<file path="config.mk">
export PLATFORM = sky130hd
export DESIGN_NAME = uart_rx_frame_flat
export DESIGN_NICKNAME = d
export VERILOG_FILES = /design/src/rtl/uart_rx_frame_if.sv /design/src/rtl/uart_rx_frame.sv /design/src/flat_wrapper.sv
export SDC_FILE = /design/constraint.sdc
export NUM_CORES = 1
export LEC_CHECK = 0
export ABC_AREA = 1
export CAP_MARGIN = 20
export CORE_ASPECT_RATIO = 1.2
export CORE_MARGIN = 1
export CORE_UTILIZATION = 50
export CTS_BUF_LIST = sky130_fd_sc_hd__clkbuf_2 sky130_fd_sc_hd__clkbuf_4 sky130_fd_sc_hd__clkbuf_8
export CTS_CLUSTER_SIZE = 8
export DETAILED_ROUTE_END_ITERATION = 12
export GPL_TIMING_DRIVEN = 0
export HOLD_SLACK_MARGIN = 0.06
export PLACE_DENSITY = 0.71
export SLEW_MARGIN = 10
export SYNTH_ARGS = -nofsm -noshare
export SYNTH_HDL_FRONTEND = slang
export SYNTH_SLANG_ARGS = --single-unit
</file>
<file path="constraint.sdc">
create_clock -name Clk -period 2.1 [get_ports Clk]
set_input_delay 0.42 -clock Clk [delete_from_list [all_inputs] [get_ports Clk]]
set_output_delay 0.42 -clock Clk [all_outputs]
set_load 0.02 [all_outputs]
</file>
<file path="src/rtl/uart_rx_frame_if.sv">
// uart_rx_frame_if: serial line, received-byte register, handshake and status of the UART receiver.
interface uart_rx_frame_if;
  logic       RxIn;
  logic       DataAck;
  logic [7:0] DataOut;
  logic       DataValid;
  logic       FrameErr;
  logic       ParityErr;
  logic       Overrun;
  logic       Busy;
  modport master (
    input  RxIn, DataAck,
    output DataOut, DataValid, FrameErr, ParityErr, Overrun, Busy
  );
  modport slave (
    output RxIn, DataAck,
    input  DataOut, DataValid, FrameErr, ParityErr, Overrun, Busy
  );
endinterface

</file>
<file path="src/rtl/uart_rx_frame.sv">
// uart_rx_frame: UART receiver delivering bytes through a valid/ack register.
// Defining UART_RX_PARITY_EN adds an even-parity bit between the data and stop bits.
module uart_rx_frame #(
  parameter int CLKS_PER_BIT = 434
) (
  input  logic            Clk,
  input  logic            Rst,
  uart_rx_frame_if.master bus
);
  localparam logic [15:0] HALF_END = 16'(CLKS_PER_BIT / 2 - 1);
  localparam logic [15:0] BIT_END  = 16'(CLKS_PER_BIT - 1);
`ifdef UART_RX_PARITY_EN
  typedef enum logic [2:0] {IDLE, START, DATA, PARITY, STOP, BREAK} state_t;
`else
  typedef enum logic [2:0] {IDLE, START, DATA, STOP, BREAK} state_t;
`endif
  state_t      state_q, state_d;
  logic [15:0] cnt_q, cnt_d;
  logic [2:0]  idx_q, idx_d;
  logic [7:0]  sh_q, sh_d, dout_q, dout_d;
  logic        valid_q, valid_d, ovr_q, ovr_d, ferr_q, ferr_d;
  logic        load;
`ifdef UART_RX_PARITY_EN
  logic        par_q, par_d, perr_q, perr_d;
`endif
  always_comb begin
    state_d = state_q;
    cnt_d   = cnt_q + 16'd1;
    idx_d   = idx_q;
    sh_d    = sh_q;
    ferr_d  = 1'b0;
    load    = 1'b0;
`ifdef UART_RX_PARITY_EN
    par_d   = par_q;
`endif
    case (state_q)
      IDLE: begin
        cnt_d   = '0;
        state_d = bus.RxIn ? IDLE : START;
      end
      START: if (cnt_q == HALF_END) begin
        cnt_d   = '0;
        idx_d   = '0;
        state_d = bus.RxIn ? IDLE : DATA;
      end
      DATA: if (cnt_q == BIT_END) begin
        cnt_d = '0;
        sh_d  = {bus.RxIn, sh_q[7:1]};
        idx_d = idx_q + 3'd1;
`ifdef UART_RX_PARITY_EN
        if (idx_q == 3'd7) state_d = PARITY;
`else
        if (idx_q == 3'd7) state_d = STOP;
`endif
      end
`ifdef UART_RX_PARITY_EN
      PARITY: if (cnt_q == BIT_END) begin
        cnt_d   = '0;
        par_d   = bus.RxIn;
        state_d = STOP;
      end
`endif
      STOP: if (cnt_q == BIT_END) begin
        cnt_d   = '0;
        load    = bus.RxIn;
        ferr_d  = ~bus.RxIn;
        state_d = bus.RxIn ? IDLE : BREAK;
      end
      BREAK: begin
        cnt_d   = '0;
        state_d = bus.RxIn ? IDLE : BREAK;
      end
      default: state_d = IDLE;
    endcase
    // a load coinciding with an ack is a clean handover, not an overrun
    dout_d  = load ? sh_q : dout_q;
    valid_d = load | (valid_q & ~bus.DataAck);
    ovr_d   = ~bus.DataAck & (ovr_q | (load & valid_q));
`ifdef UART_RX_PARITY_EN
    perr_d  = load & (par_q ^ (^sh_q));
`endif
  end
  always_ff @(posedge Clk) begin
    if (Rst) begin
      state_q <= IDLE;
      cnt_q   <= '0;
      idx_q   <= '0;
      sh_q    <= '0;
      dout_q  <= '0;
      valid_q <= 1'b0;
      ovr_q   <= 1'b0;
      ferr_q  <= 1'b0;
`ifdef UART_RX_PARITY_EN
      par_q   <= 1'b0;
      perr_q  <= 1'b0;
`endif
    end else begin
      state_q <= state_d;
      cnt_q   <= cnt_d;
      idx_q   <= idx_d;
      sh_q    <= sh_d;
      dout_q  <= dout_d;
      valid_q <= valid_d;
      ovr_q   <= ovr_d;
      ferr_q  <= ferr_d;
`ifdef UART_RX_PARITY_EN
      par_q   <= par_d;
      perr_q  <= perr_d;
`endif
    end
  end
  assign bus.DataOut   = dout_q;
  assign bus.DataValid = valid_q;
  assign bus.FrameErr  = ferr_q;
  assign bus.Overrun   = ovr_q;
  assign bus.Busy      = state_q != IDLE;
`ifdef UART_RX_PARITY_EN
  assign bus.ParityErr = perr_q;
`else
  assign bus.ParityErr = 1'b0;
`endif
endmodule

</file>
<file path="src/flat_wrapper.sv">
// flat-port wrapper written by rule: the top's interface ports become plain ports
module uart_rx_frame_flat 
#(
  parameter int CLKS_PER_BIT = 434
)
  (Clk, Rst, bus_RxIn, bus_DataAck, bus_DataOut, bus_DataValid, bus_FrameErr, bus_ParityErr, bus_Overrun, bus_Busy);
  uart_rx_frame_if bus_i ();
  input  logic Clk;
  input  logic Rst;
  input wire logic [$bits(bus_i.RxIn)-1:0] bus_RxIn;
  input wire logic [$bits(bus_i.DataAck)-1:0] bus_DataAck;
  output wire logic [$bits(bus_i.DataOut)-1:0] bus_DataOut;
  output wire logic [$bits(bus_i.DataValid)-1:0] bus_DataValid;
  output wire logic [$bits(bus_i.FrameErr)-1:0] bus_FrameErr;
  output wire logic [$bits(bus_i.ParityErr)-1:0] bus_ParityErr;
  output wire logic [$bits(bus_i.Overrun)-1:0] bus_Overrun;
  output wire logic [$bits(bus_i.Busy)-1:0] bus_Busy;
  assign bus_i.RxIn = bus_RxIn;
  assign bus_i.DataAck = bus_DataAck;
  assign bus_DataOut = bus_i.DataOut;
  assign bus_DataValid = bus_i.DataValid;
  assign bus_FrameErr = bus_i.FrameErr;
  assign bus_ParityErr = bus_i.ParityErr;
  assign bus_Overrun = bus_i.Overrun;
  assign bus_Busy = bus_i.Busy;
  uart_rx_frame #(.CLKS_PER_BIT(CLKS_PER_BIT)) u_core (.Clk(Clk), .Rst(Rst), .bus(bus_i));
endmodule
</file>
==> results by group <==
Run status
  – Status: completed

Setup path
  – Crit Path Class: flip-flop to output port
  – Critical path arrival: 1.44 ns
  – Reg2reg setup slack: 0.39 ns
  – CP Launch Type: flip-flop
  – Critical Path RT: 1.68 ns
  – Critical path endpoint category: output port
  – Critical Path Fanout Max: 6

Global routing
  – First-pass GRT wire length: 6070 um
  – Pin count of the biggest net entering global routing: 14
  – GRT Overall Usage: 0.195
  – GR Overflow Total: 0
  – Vias in the first global route: 1480
  – Initial antenna violation count: 0

Layout
  – Final cell count without fillers: 346
  – Share of post-route cells with drive strength above 1: 0.0782
  – Final core occ: 0.619
  – ANT cells: 0
  – Area Overhead vs Synth: 17.3%
  – Final Net Count: 302
  – Fill cells: ~350

Pwr
  – NetSw: between 500 and 600 uW
  – Static Leak: 0.000980 uW
  – Power share of the combinational group: 0.224
  – Clock power frac: 0.339
  – Maximum vdd ir drop: 600 uV
  – Internal power: 1350 uW
  – PD cells: 858 nW/um2
  – Reg power frac: 0.437
  – Sw Ratio: 0.306

Placed design
  – Hpwl dp: ~2500 um
  – Placed Cells: 338
  – IO Port Bufs: 15
  – Placer Congestion: 0.836

Drt
  – Initial DRC Count: slightly below 70
  – Remaining antenna violation count: 0
  – Met3 routed WL: 120 um
  – Post-Route WL: about 3400 um
  – Met2 routed WL: 1650 um
  – Vias: 1654
  – M1 WL: 1560 um
  – Post-DR wirelength/cell: about 9.8 um
  – Uppermost layer routed: met4
  – DRT Pass-1 Iters: 4
  – DR vias/cell: ~4.8
  – Residual DRC count: 0

Clock tree
  – CTS buffer count: 5
  – Post CTS Setup Buffer Count: 0
  – CTS tree: done
  – CTS sink count: 41
  – Clk root buf: clkbuf_8
  – Clock Tree Buf Depth: 2
  – Post-cts sizing count: 0
  – Htree depth: 2
  – Clk_lat worst skew: 0.30 ns
  – CTS Hold Bufs: 0
  – Clock transition at path regs: 0.08 ns

Logic synthesis
  – Synth Area in Simple Gates: 0.298
  – Syn_area_per_cell: a little over 7 um2
  – Post-Syn Nets: 280
  – Area fraction in compound gates after synthesis: 0.0990
  – Sequential share of the synthesized area: 0.425
  – Warnings, synthesis: 0
  – Syn Inst Count: 271
  – Netlist Area Pre-Place: just under 2000 um2
  – FF+latch count, synth: 41
  – Synth Area in XOR/XNOR: 0.0453
  – Main combinational cell family by area after synthesis: simple AND/OR/NAND/NOR gates
  – Post-synth cell types: 27
  – Synth Area in Adders: 0.0324
  – Mux cell area share after synthesis: 0

Die
  – Die height: 70.1 um
  – Io pins: 17
  – Die width: 58.8 um
  – Die area: 4120 um2
  – Initial Util: 0.528
  – Core Region: 3660 um2
  – Std-Cell Rows: 24

STA
  – Final setup viols: 0
  – Setup Skew: 0.00856 ns
  – Fmax: 537 MHz
  – RSZ-0062 raised after global routing: false
  – Final hold vios: 0
  – Final min period: 1.86 ns
  – TNS Setup: 0 ns
  – Final Max Slew Viols: 0
  – Period utilisation layout: 0.886

Job
  – Max-Cap Viols: 0

Min path
  – Hold Path Class: flip-flop to flip-flop
## path summary, 6_finish.rpt
kind                                                startpoint                           to  cells past startpoint
worst min-delay path               u_core.sh_q[0]$_SDFFE_PP0P_  u_core.sh_q[0]$_SDFFE_PP0P_                      2
worst max-delay path            u_core.state_q[0]$_SDFFE_PP0P_                     bus_Busy                      3
worst min register to register     u_core.sh_q[0]$_SDFFE_PP0P_  u_core.sh_q[0]$_SDFFE_PP0P_                      2
worst max register to register      u_core.cnt_q[0]$_SDFF_PP0_  u_core.cnt_q[10]$_SDFF_PP0_                     12
## layout make-up
class                   instances  area [um2]  area share
multi-input cells             181         921       0.406
flip-flops and latches         41         821       0.362
inverters                      45         171      0.0756
repair buffers                 15         150      0.0662
clock buffers                   6        82.6      0.0364
well taps                      52        65.1      0.0287
clock inverters                 2        37.5      0.0165
plain buffers                   4        20.0     0.00883
## logic make-up (layout without fill, tap and decap cells)
group	Yosys count	after routing
AOI/OAI and AO/OA	38	38
xor gates and xnor gates	10	10
adders and majority gates	5	5
buffers and inverters	49	72
DFF	41	41
other	1	1
and+or+nand+nor	127	127
## metal layers
layer  up-vias  GRT usage
li1        882          -
met1       741      0.218
met2        24      0.330
met3         7     0.0611
met4         0     0.0873
met5         -          0
## registers in the layout, summed over array words and instances (netlist names)
signal,count
u_core.bus.DataValid,1
u_core.bus.DataOut,8
u_core.bus.Overrun,1
u_core.sh_q,8
u_core.cnt_q,16
u_core.state_q,3
u_core.idx_q,3
u_core.bus.FrameErr,1
## cells in the final DEF, fill, tap and decap left out, drive strengths merged, types with 3 or more instances in the layout
cell           netlist  routed
nand3               12      12
nand2               50      50
clkbuf               1       7
a21oi               15      15
buf                  3       3
inv                 44      44
clkdlybuf4s50        0      15
ha                   5       5
xor2                 8       8
nor3                 3       3
o21ai               22      22
dfxtp               41      41
nor2                56      56
## cell usage after synthesis
master | count | share of area
nor2_1 | 52 | 0.10
nand2_1 | 47 | 0.091
dfxtp_1 | 41 | 0.42
inv_1 | 41 | 0.080
o21ai_0 | 22 | 0.057
a21oi_1 | 15 | 0.039
nand3_1 | 10 | 0.026
xor2_1 | 8 | 0.036
ha_1 | 5 | 0.032
nor2_4 | 4 | 0.023
nand2_2 | 3 | 0.0097
nor3_1 | 3 | 0.0078
inv_2 | 2 | 0.0039
nand3_2 | 2 | 0.010
nand3b_1 | 2 | 0.0078
nor4_1 | 2 | 0.0065
xnor2_1 | 2 | 0.0091
buf_1 | 1 | 0.0019
buf_2 | 1 | 0.0026
buf_4 | 1 | 0.0039
clkbuf_1 | 1 | 0.0019
clkinv_1 | 1 | 0.0019
conb_1 | 1 | 0.0019
inv_4 | 1 | 0.0032
nand4_1 | 1 | 0.0032
nand4_4 | 1 | 0.011
o22ai_1 | 1 | 0.0032
## critical path, stage by stage, from the launching register on
cell and delay, ns:
dfxtp_1 0.40, nor2_1 0.09, nand2_1 0.06, clkdlybuf4s50_1 0.59
## per-stage QoR
stage          hold WS [ns]  area [um2]  setup WS [ns]  power (uW)
2_1_floorplan         0.421        1930          0.637        1200
3_3_place_gp          0.430        2150          0.264        1300
3_5_place_dp          0.434        2150          0.249        1310
4_1_cts               0.446        2270          0.234        1970
5_1_grt               0.483        2270          0.142        2080
6_report              0.446        2270          0.239        1950
## power groups by stage
stage / registers, uW / clock network (uW) / logic [uW]
after floorplan: 862 / 0 / 339
after global placement: 868 / 0 / 434
after detailed placement: 870 / 0 / 438
after CTS: 851 / 676 / 441
after global routing: 859 / 720 / 502
final: 851 / 660 / 436
Note: power is estimated with default switching activity, not from simulation.
